==> config.mk <==
export PLATFORM = sky130hd
export DESIGN_NAME = turn_sequencer_flat
export DESIGN_NICKNAME = d
export VERILOG_FILES = /design/src/rtl/turn_sequencer_if.sv /design/src/rtl/turn_sequencer.sv /design/src/flat_wrapper.sv
export SDC_FILE = /design/constraint.sdc
export NUM_CORES = 1
export LEC_CHECK = 0
export ABC_AREA = 1
export CAP_MARGIN = 0
export CELL_PAD_IN_SITES_DETAIL_PLACEMENT = 1
export CELL_PAD_IN_SITES_GLOBAL_PLACEMENT = 1
export CORE_ASPECT_RATIO = 0.8
export CORE_MARGIN = 8
export CORE_UTILIZATION = 45
export CTS_BUF_LIST = sky130_fd_sc_hd__clkbuf_4 sky130_fd_sc_hd__clkbuf_8
export CTS_CLUSTER_DIAMETER = 40
export DETAILED_ROUTE_END_ITERATION = 10
export PLACE_DENSITY_LB_ADDON = 0.08
export SLEW_MARGIN = 5
export SYNTH_ARGS = -nofsm -noshare
export SYNTH_HDL_FRONTEND = slang
export SYNTH_SLANG_ARGS = --single-unit
==> constraint.sdc <==
create_clock -name clk -period 3.5 [get_ports clk]
set_input_delay 0.35 -clock clk [delete_from_list [all_inputs] [get_ports clk]]
set_output_delay 0.35 -clock clk [all_outputs]
set_load 0.05 [all_outputs]
==> src/rtl/turn_sequencer_if.sv <==
// Board-write and win-check handshake between the turn sequencer (master)
// and the memory / winCheck datapath (slave).
interface turn_sequencer_if #(
  parameter int COLW = 3,
  parameter int ROWW = 3
);
  logic            wr_req;
  logic            wr_ack;
  logic [COLW-1:0] wr_col;
  logic [ROWW-1:0] wr_row;
  logic            wr_player;
  logic            chk_start;
  logic            chk_done;
  logic            chk_win;

  modport master (
    output wr_req, wr_col, wr_row, wr_player, chk_start,
    input  wr_ack, chk_done, chk_win
  );

  modport slave (
    input  wr_req, wr_col, wr_row, wr_player, chk_start,
    output wr_ack, chk_done, chk_win
  );
endinterface

==> src/rtl/turn_sequencer.sv <==
// Connect4 turn controller: one coin per accepted Enter, written to board memory,
// then win-checked; alternates players and declares win or draw.
module turn_sequencer #(
  parameter int NCOLS = 8,
  parameter int NROWS = 6,
  parameter int COLW  = 3,
  parameter int ROWW  = 3
) (
  input  logic            clk,
  input  logic            rst,
  input  logic            enter,
  input  logic            new_game,
  input  logic [COLW-1:0] colval,
  turn_sequencer_if.master bus,
  output logic            fsm_rst,
  output logic            player,
  output logic            busy,
  output logic            col_full,
  output logic            game_over,
  output logic [1:0]      winner
);

  localparam int CELLS = NCOLS * NROWS;
  localparam int MCW   = $clog2(CELLS + 1);
  localparam logic [MCW-1:0]  CELLS_L = MCW'(CELLS);
  localparam logic [ROWW-1:0] ROWS_L  = ROWW'(NROWS);

  typedef enum logic [2:0] {
    S_IDLE, S_WRITE, S_CHECK, S_WAIT, S_NEXT, S_OVER
  } state_t;

  state_t state, state_nxt;

  logic [NCOLS-1:0][ROWW-1:0] height;
  logic [MCW-1:0]             moves;
  logic [COLW-1:0]            wcol;
  logic [ROWW-1:0]            wrow;
  logic                       wply;
  logic [ROWW-1:0]            sel_h;
  logic                       in_range;
  logic                       accept, reject, commit, clear, end_win, end_draw;

  assign in_range = int'(colval) < NCOLS;
  assign sel_h    = height[colval];

  always_comb begin
    state_nxt = state;
    accept    = 1'b0;
    reject    = 1'b0;
    commit    = 1'b0;
    clear     = 1'b0;
    end_win   = 1'b0;
    end_draw  = 1'b0;
    case (state)
      S_IDLE: if (enter) begin
        if (in_range && sel_h < ROWS_L) begin
          accept    = 1'b1;
          state_nxt = S_WRITE;
        end else begin
          reject    = 1'b1;
        end
      end
      S_WRITE: if (bus.wr_ack) begin
        commit    = 1'b1;
        state_nxt = S_CHECK;
      end
      S_CHECK: state_nxt = S_WAIT;
      // move count was already bumped on the write ack, so it is final here
      S_WAIT: if (bus.chk_done) begin
        if (bus.chk_win) begin
          end_win   = 1'b1;
          state_nxt = S_OVER;
        end else if (moves == CELLS_L) begin
          end_draw  = 1'b1;
          state_nxt = S_OVER;
        end else begin
          state_nxt = S_NEXT;
        end
      end
      S_NEXT: state_nxt = S_IDLE;
      S_OVER: if (new_game) begin
        clear     = 1'b1;
        state_nxt = S_IDLE;
      end
      default: state_nxt = S_IDLE;
    endcase
  end

  always_ff @(posedge clk or negedge rst) begin
    if (!rst) state <= S_IDLE;
    else      state <= state_nxt;
  end

  always_ff @(posedge clk or negedge rst) begin
    if (!rst) begin
      height <= '0;
    end else begin
      for (int c = 0; c < NCOLS; c++) begin
        if (clear)
          height[c] <= '0;
        else if (commit && wcol == COLW'(c) && height[c] < ROWS_L)
          height[c] <= height[c] + 1'b1;
      end
    end
  end

  always_ff @(posedge clk or negedge rst) begin
    if (!rst) begin
      moves    <= '0;
      player   <= 1'b0;
      winner   <= 2'd0;
      wcol     <= '0;
      wrow     <= '0;
      wply     <= 1'b0;
      col_full <= 1'b0;
    end else begin
      col_full <= reject;
      if (accept) begin
        wcol <= colval;
        wrow <= sel_h;
        wply <= player;
      end
      if (commit)         moves  <= moves + 1'b1;
      if (state == S_NEXT) player <= ~player;
      if (end_win)        winner <= wply ? 2'd2 : 2'd1;
      if (end_draw)       winner <= 2'd3;
      if (clear) begin
        moves  <= '0;
        player <= 1'b0;
        winner <= 2'd0;
      end
    end
  end

  // Pulses decode straight from state, so an async reset kills them at once.
  assign bus.wr_req    = (state == S_WRITE);
  assign bus.chk_start = (state == S_CHECK);
  assign bus.wr_col    = wcol;
  assign bus.wr_row    = wrow;
  assign bus.wr_player = wply;
  assign fsm_rst       = (state == S_NEXT);
  assign game_over     = (state == S_OVER);
  assign busy          = (state != S_IDLE) && (state != S_OVER);

endmodule
==> src/flat_wrapper.sv <==
// flat-port wrapper written by rule: the top's interface ports become plain ports
module turn_sequencer_flat 
#(
  parameter int NCOLS = 8,
  parameter int NROWS = 6,
  parameter int COLW  = 3,
  parameter int ROWW  = 3
)
  (clk, rst, enter, new_game, colval, fsm_rst, player, busy, col_full, game_over, winner, bus_wr_req, bus_wr_col, bus_wr_row, bus_wr_player, bus_chk_start, bus_wr_ack, bus_chk_done, bus_chk_win);
  turn_sequencer_if #(.COLW(COLW), .ROWW(ROWW)) bus_i ();
  input  logic clk;
  input  logic rst;
  input  logic enter;
  input  logic new_game;
  input  logic [COLW-1:0] colval;
  output logic fsm_rst;
  output logic player;
  output logic busy;
  output logic col_full;
  output logic game_over;
  output logic [1:0] winner;
  output wire logic [$bits(bus_i.wr_req)-1:0] bus_wr_req;
  output wire logic [$bits(bus_i.wr_col)-1:0] bus_wr_col;
  output wire logic [$bits(bus_i.wr_row)-1:0] bus_wr_row;
  output wire logic [$bits(bus_i.wr_player)-1:0] bus_wr_player;
  output wire logic [$bits(bus_i.chk_start)-1:0] bus_chk_start;
  input wire logic [$bits(bus_i.wr_ack)-1:0] bus_wr_ack;
  input wire logic [$bits(bus_i.chk_done)-1:0] bus_chk_done;
  input wire logic [$bits(bus_i.chk_win)-1:0] bus_chk_win;
  assign bus_wr_req = bus_i.wr_req;
  assign bus_wr_col = bus_i.wr_col;
  assign bus_wr_row = bus_i.wr_row;
  assign bus_wr_player = bus_i.wr_player;
  assign bus_chk_start = bus_i.chk_start;
  assign bus_i.wr_ack = bus_wr_ack;
  assign bus_i.chk_done = bus_chk_done;
  assign bus_i.chk_win = bus_chk_win;
  turn_sequencer #(.NCOLS(NCOLS), .NROWS(NROWS), .COLW(COLW), .ROWW(ROWW)) u_core (.clk(clk), .rst(rst), .enter(enter), .new_game(new_game), .colval(colval), .bus(bus_i), .fsm_rst(fsm_rst), .player(player), .busy(busy), .col_full(col_full), .game_over(game_over), .winner(winner));
endmodule
; ---- Yosys cells after proc, flatten, opt, wreduce, memory -nomap -nowiden
; Cells that the tools add are included.
[word_totals]
inputBits = 10
latch_bits = 0
wordCells = 138
out_inout_bits = 16
mem_bits_rw = 0
ff_bits = 44
rom_bits = 0
memories = 0
[classes]
n_mul = 0
n_addsub = 9
div = 0
muxes = 51
n_eq_ne = 19
shift = 0
n_reduce_logical = 32
bitwise_logic = 1
order_cmp = 10
[ops]
columns = op, count
row1 = $mux 3, 23
row2 = $lt 3x3->1 const B, 9
row3 = $add 3x1->3 const B, 8
row4 = $mux 1, 20
row5 = $reduce_bool 2->1, 10
row6 = $eq 3x3->1 const B, 6
row7 = $logic_and 1x1->1, 17
row8 = $pmux 3 s5, 1
row9 = $eq 3x2->1 const B, 4
row10 = $mux 6, 2
row11 = $bmux 3 s3, 1
row12 = $mux 2, 4
row13 = $add 6x1->6 const B, 1
row14 = $eq 3x1->1 const B, 2
row15 = $eq 6x6->1 const B, 1
row16 = $logic_not 3->1, 2
row17 = $ne 2x2->1 const B, 3
row18 = $reduce_bool 3->1, 2
row19 = $reduce_and 5->1, 1
row20 = $lt 3x4->1 const B, 1
row21 = $ne 2x1->1 const B, 2
row22 = $ne 3x3->1 const B, 1
row23 = $not 1->1, 1

; ---- Depth between registers and ports, before layout
; Gate-level depths: netlist of the first run.
[logic_depth]
depth_word = 7
ltp_mapped = 12

; ---- Least setup slack after synthesis of the first run
; Ideal clock, no wire load.
[synth_path]
path_kind = register to register
start = register u_core.state[2]
end = register u_core.state[1]
t_required_ns = 3.435
stages_incl_launch_ff = 5
synth_period_minus_slack_ns = 2.031
arrival_ns = 1.966
slack_ns = 1.469
path_cell_list = dfrtp_1 > nor3_1 > or2_2 > nand2_1 > nand2_1
[synth_via]
elab_cells_between_ends = 12
cone_classes = eq/ne: 9 / mux: 1 / reduce/logical: 2
[synth_lines]
columns = item, line
row1 = "start, declared", turn_sequencer.sv:32  ; state_t state, state_nxt;
row2 = "start signal, assigned", turn_sequencer.sv:91  ; else state <= state_nxt;
row3 = $eq 3x2->1, -
row4 = named net bus_chk_start, flat_wrapper.sv:26  ; output wire logic [$bits(bus_i.chk_start)-1:0] bus_chk_start;
row5 = $pmux 3 s5, turn_sequencer.sv:54  ; case (state)
; The timed path passes the listed nets, and every way through them passes these cells.
; A chain may end at the register's enable or synchronous reset.

; ---- Worst setup path after layout of the first run
[layout_path]
start = register u_core.state[2]
end = output port bus_chk_start
[layout_via]
elab_chain_len = 1
[layout_rtl]
columns = item, line
row1 = $eq 3x2->1, turn_sequencer.sv:137  ; assign bus.chk_start = (state == S_CHECK);
row2 = "end, declared", flat_wrapper.sv:26
; Every way passes these cells.

==> metrics, run 1 <==
status=finished, final reports clean; final hold vios=0; die width=101 um; Tot Pwr=2.68 mW; power per cell area=902 nW/um2; first-pass GRT wire length=11900 um; max_cap viols=0; Synthesis Warnings=0; clk root buf=clkbuf_8; clock slew at reported path FFs=90 ps; fin. max-slew vios=0; Num CTS Buffers=5; commonest cells in the netlist=nand2_1 (83), inv_1 (47), dfrtp_1 (44), nand3_1 (28), o21ai_0 (26); Vias=2221; Synth area leader=dfrtp_1; Hold WC Path Type=in -> async; DP Wirelength=5110 um; H-tree depth=2; initial antenna violation count=0; Seq cells post-synth=44; Max FO, Critical Path=4; minimum hold slack=224 ps; RSZ-0062 raised after global routing=no; Top Usage Layer GRT=met2; sequential area share after synthesis=42.8%; die height=83.6 um; clock sinks=44; initial core utilization=46.8%; dpl cells=428; clk_lat worst skew=300 ps; Rows=24; routability cong.=0.844; Slew Limit Headroom=31.8%; Syn Area/Cell=7.80 um2; Buffers on Ports=25; post-CTS sizing=0; CTS max path bufs=2; DRT Wirelength=6710 um; Critical Path AT=1940 ps; EDFF count, synth=0; dominant cells by area after synthesis=dfrtp_1 (43%), nand2_1 (12%), inv_1 (6.9%); Final min period=2290 ps; synthesis-to-layout area growth=15.6%; Setup WS pre-CTS=1250 ps; Antenna Nets Post-Route=0; clock skew=6.14 ps; final setup fails=0; placed cell area=2880 um2; LEAKAGE=1.50 nW; setup TNS=0 ps; final design utilization=54.1%; Residual DRC=0; largest net degree at the start of global routing=45; Syn Nets=350; Mapped Cells=330; Worst setup SP type=flip-flop; Final Cycle Share=65.5%; Via density=5.09; top-area cell type share of the netlist area=42.8%; postcts setup bufs=0; Max VDD drop=0.501 mV; most common cell in the netlist=nand2_1; fraction of layout cells with a size suffix above 1=9.50%; Pre-antenna DRT Iters=4; Filler cells=707; fin area=2970 um2; CP required=3150 ps; CORE AREA=5500 um2; fin cells=436; M1 GR Usage=25.0%; DR iter-0 viols=122; Routed wire per std cell=15.4 um; Cell Area, Synth=2570 um2; TritonCTS clock tree=built; Least-Margin Pin Slew=1020 ps; die area=8410 um2; M2 GR Usage=26.1%; worst setup margin=1210 ps; Tot GR Track Use=17.4%; unique cell type count in the Yosys netlist=32; net count of the finished layout=377; Antenna diodes=0; vias in the first global route=2412; max frequency=436 MHz; kind of critical path=reg -> out; Worst Setup End Kind=primary output; # hold bufs at CTS=0; IO Pins=26; ys async rst share=100%; grt met3 use=3.50%; grt ovf=0; leading register cell type out of synthesis=dfrtp_1
layer usage:
| metal | up-vias | routed length (um) |
|---|---|---|
| li1 | 1101 | - |
| met1 | 1089 | 3540 |
| met2 | 26 | 2890 |
| met3 | 5 | 253 |
| met4 | 0 | 36 |
| met5 | - | 0 |
flip-flops by register name, indices dropped and copies added (netlist names):
name,cells
u_core.state,3
u_core.height,24
u_core.bus.wr_col,3
u_core.player,1
u_core.col_full,1
u_core.winner,2
u_core.moves,6
u_core.bus.wr_player,1
u_core.bus.wr_row,3
path summary, 6_finish.rpt:
kind,startpoint,end,slack [ps],cells after the start
max,u_core.state[2]$_DFFE_PN0P_,bus_chk_start,1210,2
min,rst,u_core.bus.wr_row[2]$_DFFE_PN0P_,220,1
max reg2reg,u_core.state[2]$_DFFE_PN0P_,u_core.height[6]$_DFFE_PN0P_,1670,9
min reg2reg,u_core.winner[0]$_DFFE_PN0P_,u_core.winner[0]$_DFFE_PN0P_,480,2
max in group asynchronous,rst,u_core.height[8]$_DFFE_PN0P_,2640,1
min in group clk,u_core.winner[0]$_DFFE_PN0P_,u_core.winner[0]$_DFFE_PN0P_,480,2
final cells by class:
type,instances,area (um2),area share [%]
multi-input cells,228,1230,41.5
flip-flops and latches,44,1100,37.0
repair buffers,26,253,8.50
inverters,52,195,6.56
well taps,78,97.6,3.28
clock buffers,6,82.6,2.78
clock inverters,2,10.0,0.337
power breakdown:
group	leakage (nW)	internal [mW]	switching, mW
logic	0.901	0.451	0.934
clock network	0.0510	0.158	0.184
registers	0.550	0.742	0.214
cells in the final DEF (no fill, tap or decap), drive strengths merged:
cell / instances
or2: 2
o21a: 1
xor2: 4
nand3: 30
a21oi: 18
o21ai: 29
clkinv: 2
buf: 2
inv: 52
ha: 10
nor3: 5
nor3b: 1
a211oi: 2
o21bai: 1
xnor2: 1
dfrtp: 44
o31ai: 4
clkbuf: 6
nand2: 88
nor2: 31
clkdlybuf4s50: 24
o22a: 1
critical path: stages, from the launching register on:
cell and delay (ps):
dfrtp_1 470, nor3_1 310, clkdlybuf4s50_1 860
logic make-up (layout without fill, tap and decap cells):
| logic type | count (synthesis) | in the layout | share of synthesized area (%) |
|---|---|---|---|
| compound gates | 56 | 56 | 12.3 |
| xor+xnor | 5 | 5 | 1.70 |
| fa+ha+maj | 10 | 10 | 4.86 |
| buf+inv | 58 | 86 | 9.24 |
| flops | 44 | 44 | 42.8 |
| simple gates | 157 | 157 | 29.1 |
No activity file was read; power rests on OpenSTA's default activity.
==> run 2, diff against run 1 <==
--- a/config.mk
+++ b/config.mk
@@ -11,7 +11,7 @@
 export CELL_PAD_IN_SITES_GLOBAL_PLACEMENT = 1
 export CORE_ASPECT_RATIO = 0.8
 export CORE_MARGIN = 8
-export CORE_UTILIZATION = 45
+export CORE_UTILIZATION = 39
 export CTS_BUF_LIST = sky130_fd_sc_hd__clkbuf_4 sky130_fd_sc_hd__clkbuf_8
 export CTS_CLUSTER_DIAMETER = 40
 export DETAILED_ROUTE_END_ITERATION = 10
==> constraint.sdc (replaced) <==
create_clock -name clk -period 2 [get_ports clk]
set_input_delay 0.2 -clock clk [delete_from_list [all_inputs] [get_ports clk]]
set_output_delay 0.2 -clock clk [all_outputs]
set_load 0.05 [all_outputs]
==> run 2 against run 1 <==
Compared with the run above: global-route usage decreased by 1.7 points; power up 77%; setup slack got worse by 1100 ps; critical path depth is 1 lower; count of clock-buffer cells in the layout down 1; largest power group unchanged.
==> metrics, run 2 (same netlist as run 1, synthesis figures left out) <==
Vias=2168; max_cap viols=0; Via density=4.86; Slowest-stage cell, CP=clkdlybuf4s50_1; initial antenna violation count=0; biggest regs=u_core.height: 24 flops, u_core.moves: 6 flops; TritonCTS clock tree=built; CP cell instances=clkdlybuf4s50_1; initial core utilization=40.4%; Residual DRC=0; Rows=26; Max VDD drop=0.768 mV; clock skew=8.68 ps; kind of critical path=reg -> out; Worst setup SP type=flip-flop; setup TNS=0 ps; Antenna diodes=0; max frequency=542 MHz; CP max stage delay=850 ps; Worst path top cell family by delay=buffers and inverters; H-tree depth=2; Slew Limit Headroom=60.4%; number of flip-flops in the largest register=24; placed cell area=2900 um2; fin. max-slew vios=0; routability cong.=0.792; fraction of layout cells with a size suffix above 1=12.2%; die area=9470 um2; clk_lat worst skew=300 ps; synthesis-to-layout area growth=17.5%; net count of the finished layout=381; DP Wirelength=5240 um; clk root buf=clkbuf_8; Filler cells=820; post-CTS sizing=0; Critical Path AT=1640 ps; IO Pins=26; Num CTS Buffers=5; Pre-antenna DRT Iters=5; LEAKAGE=1.53 nW; Tot GR Track Use=15.7%; commonest non-fill, non-tap cell in the layout=nand2_1; Buffers on Ports=25; DR iter-0 viols=79; Routed wire per std cell=15.2 um; Hold WC Path Type=in -> async; Worst Setup End Kind=primary output; CTS max path bufs=2; WP buf/inv=1; vias in the first global route=2349; Final Cycle Share=92.2%; die height=88.7 um; Tot Pwr=4.75 mW; Antenna Nets Post-Route=0; clock slew at reported path FFs=90 ps; CP required=1800 ps; final setup fails=0; largest register by flop count=u_core.height; area of the multi-input gates=1240 um2; Final min period=1840 ps; most frequent cells in the layout=nand2_1 (83), inv_1 (47), dfrtp_1 (44), nand3_1 (28), o21ai_0 (26); RSZ-0062 raised after global routing=no; status=finished, final reports clean; power per cell area=1570 nW/um2; grt ovf=0; largest net degree at the start of global routing=25; register area=1100 um2; die width=107 um; Least-Margin Pin Slew=594 ps; Max FO, Critical Path=6; clock sinks=44; first-pass GRT wire length=11700 um; fin area=3020 um2; CORE AREA=6380 um2; final hold vios=0; DRT Wirelength=6760 um
run 2: worst paths after layout:
path                                                  start                       endpoint  slack (ps)  cells after the start
min                                                     rst  u_core.height[18]$_DFFE_PN0P_         430                      2
max reg2reg                     u_core.state[1]$_DFFE_PN0P_   u_core.height[7]$_DFFE_PN0P_         400                      9
min reg2reg                    u_core.winner[1]$_DFFE_PN0P_   u_core.winner[1]$_DFFE_PN0P_         480                      2
min in group clk               u_core.winner[1]$_DFFE_PN0P_   u_core.winner[1]$_DFFE_PN0P_         480                      2
max in group asynchronous                               rst    u_core.moves[4]$_DFFE_PN0P_         970                      3
max                        u_core.bus.wr_col[0]$_DFFE_PN0P_                  bus_wr_col[0]         160                      1
run 2: per-stage QoR:
stage	cells	hold WS, ps	util (%)	setup WS [ps]
floorplan	330	-95.6	-	365
global placement	437	236	45.5	249
detailed placement	437	235	45.5	197
CTS	446	440	47.4	137
global route	446	490	47.4	125
finish	446	429	47.4	156
run 2: routing by layer:
metal  vias to the layer above  track usage, %  wire length [um]
met5                         -               0                 0
met4                         0            4.33                82
met3                         7            3.06               215
met2                        26            24.3              2940
met1                      1026            21.7              3520
li1                       1109               -                 -
run 2: where the power goes:
group / leakage [nW] / total (mW) / switching, mW / internal, mW
combinational: 0.930 / 2.39 / 1.61 / 0.777
sequential: 0.550 / 1.66 / 0.365 / 1.30
clock: 0.0541 / 0.695 / 0.325 / 0.370
run 2: worst reg2reg max path: cells and delay by family (launching register included):
family / cells / cell delay [ps]
AO/OA/AOI/OAI: 2 / 250
AND/OR/NAND/NOR: 4 / 480
buffers and inverters: 3 / 400
flip-flops: 1 / 400
run 2: repair_timing:
action                                 4_1_cts  5_1_grt
hold buffers                                 1        0
setup endpoints to repair                    0        0
endpoints found under the hold margin       22        0
buffers inserted                             0        0
run 2: area by class of cell:
class | instances | area share [%]
multi-input cells | 228 | 41.0
flip-flops and latches | 44 | 36.4
repair buffers | 30 | 8.94
inverters | 52 | 6.46
well taps | 84 | 3.48
clock buffers | 5 | 2.28
clock inverters | 3 | 1.41
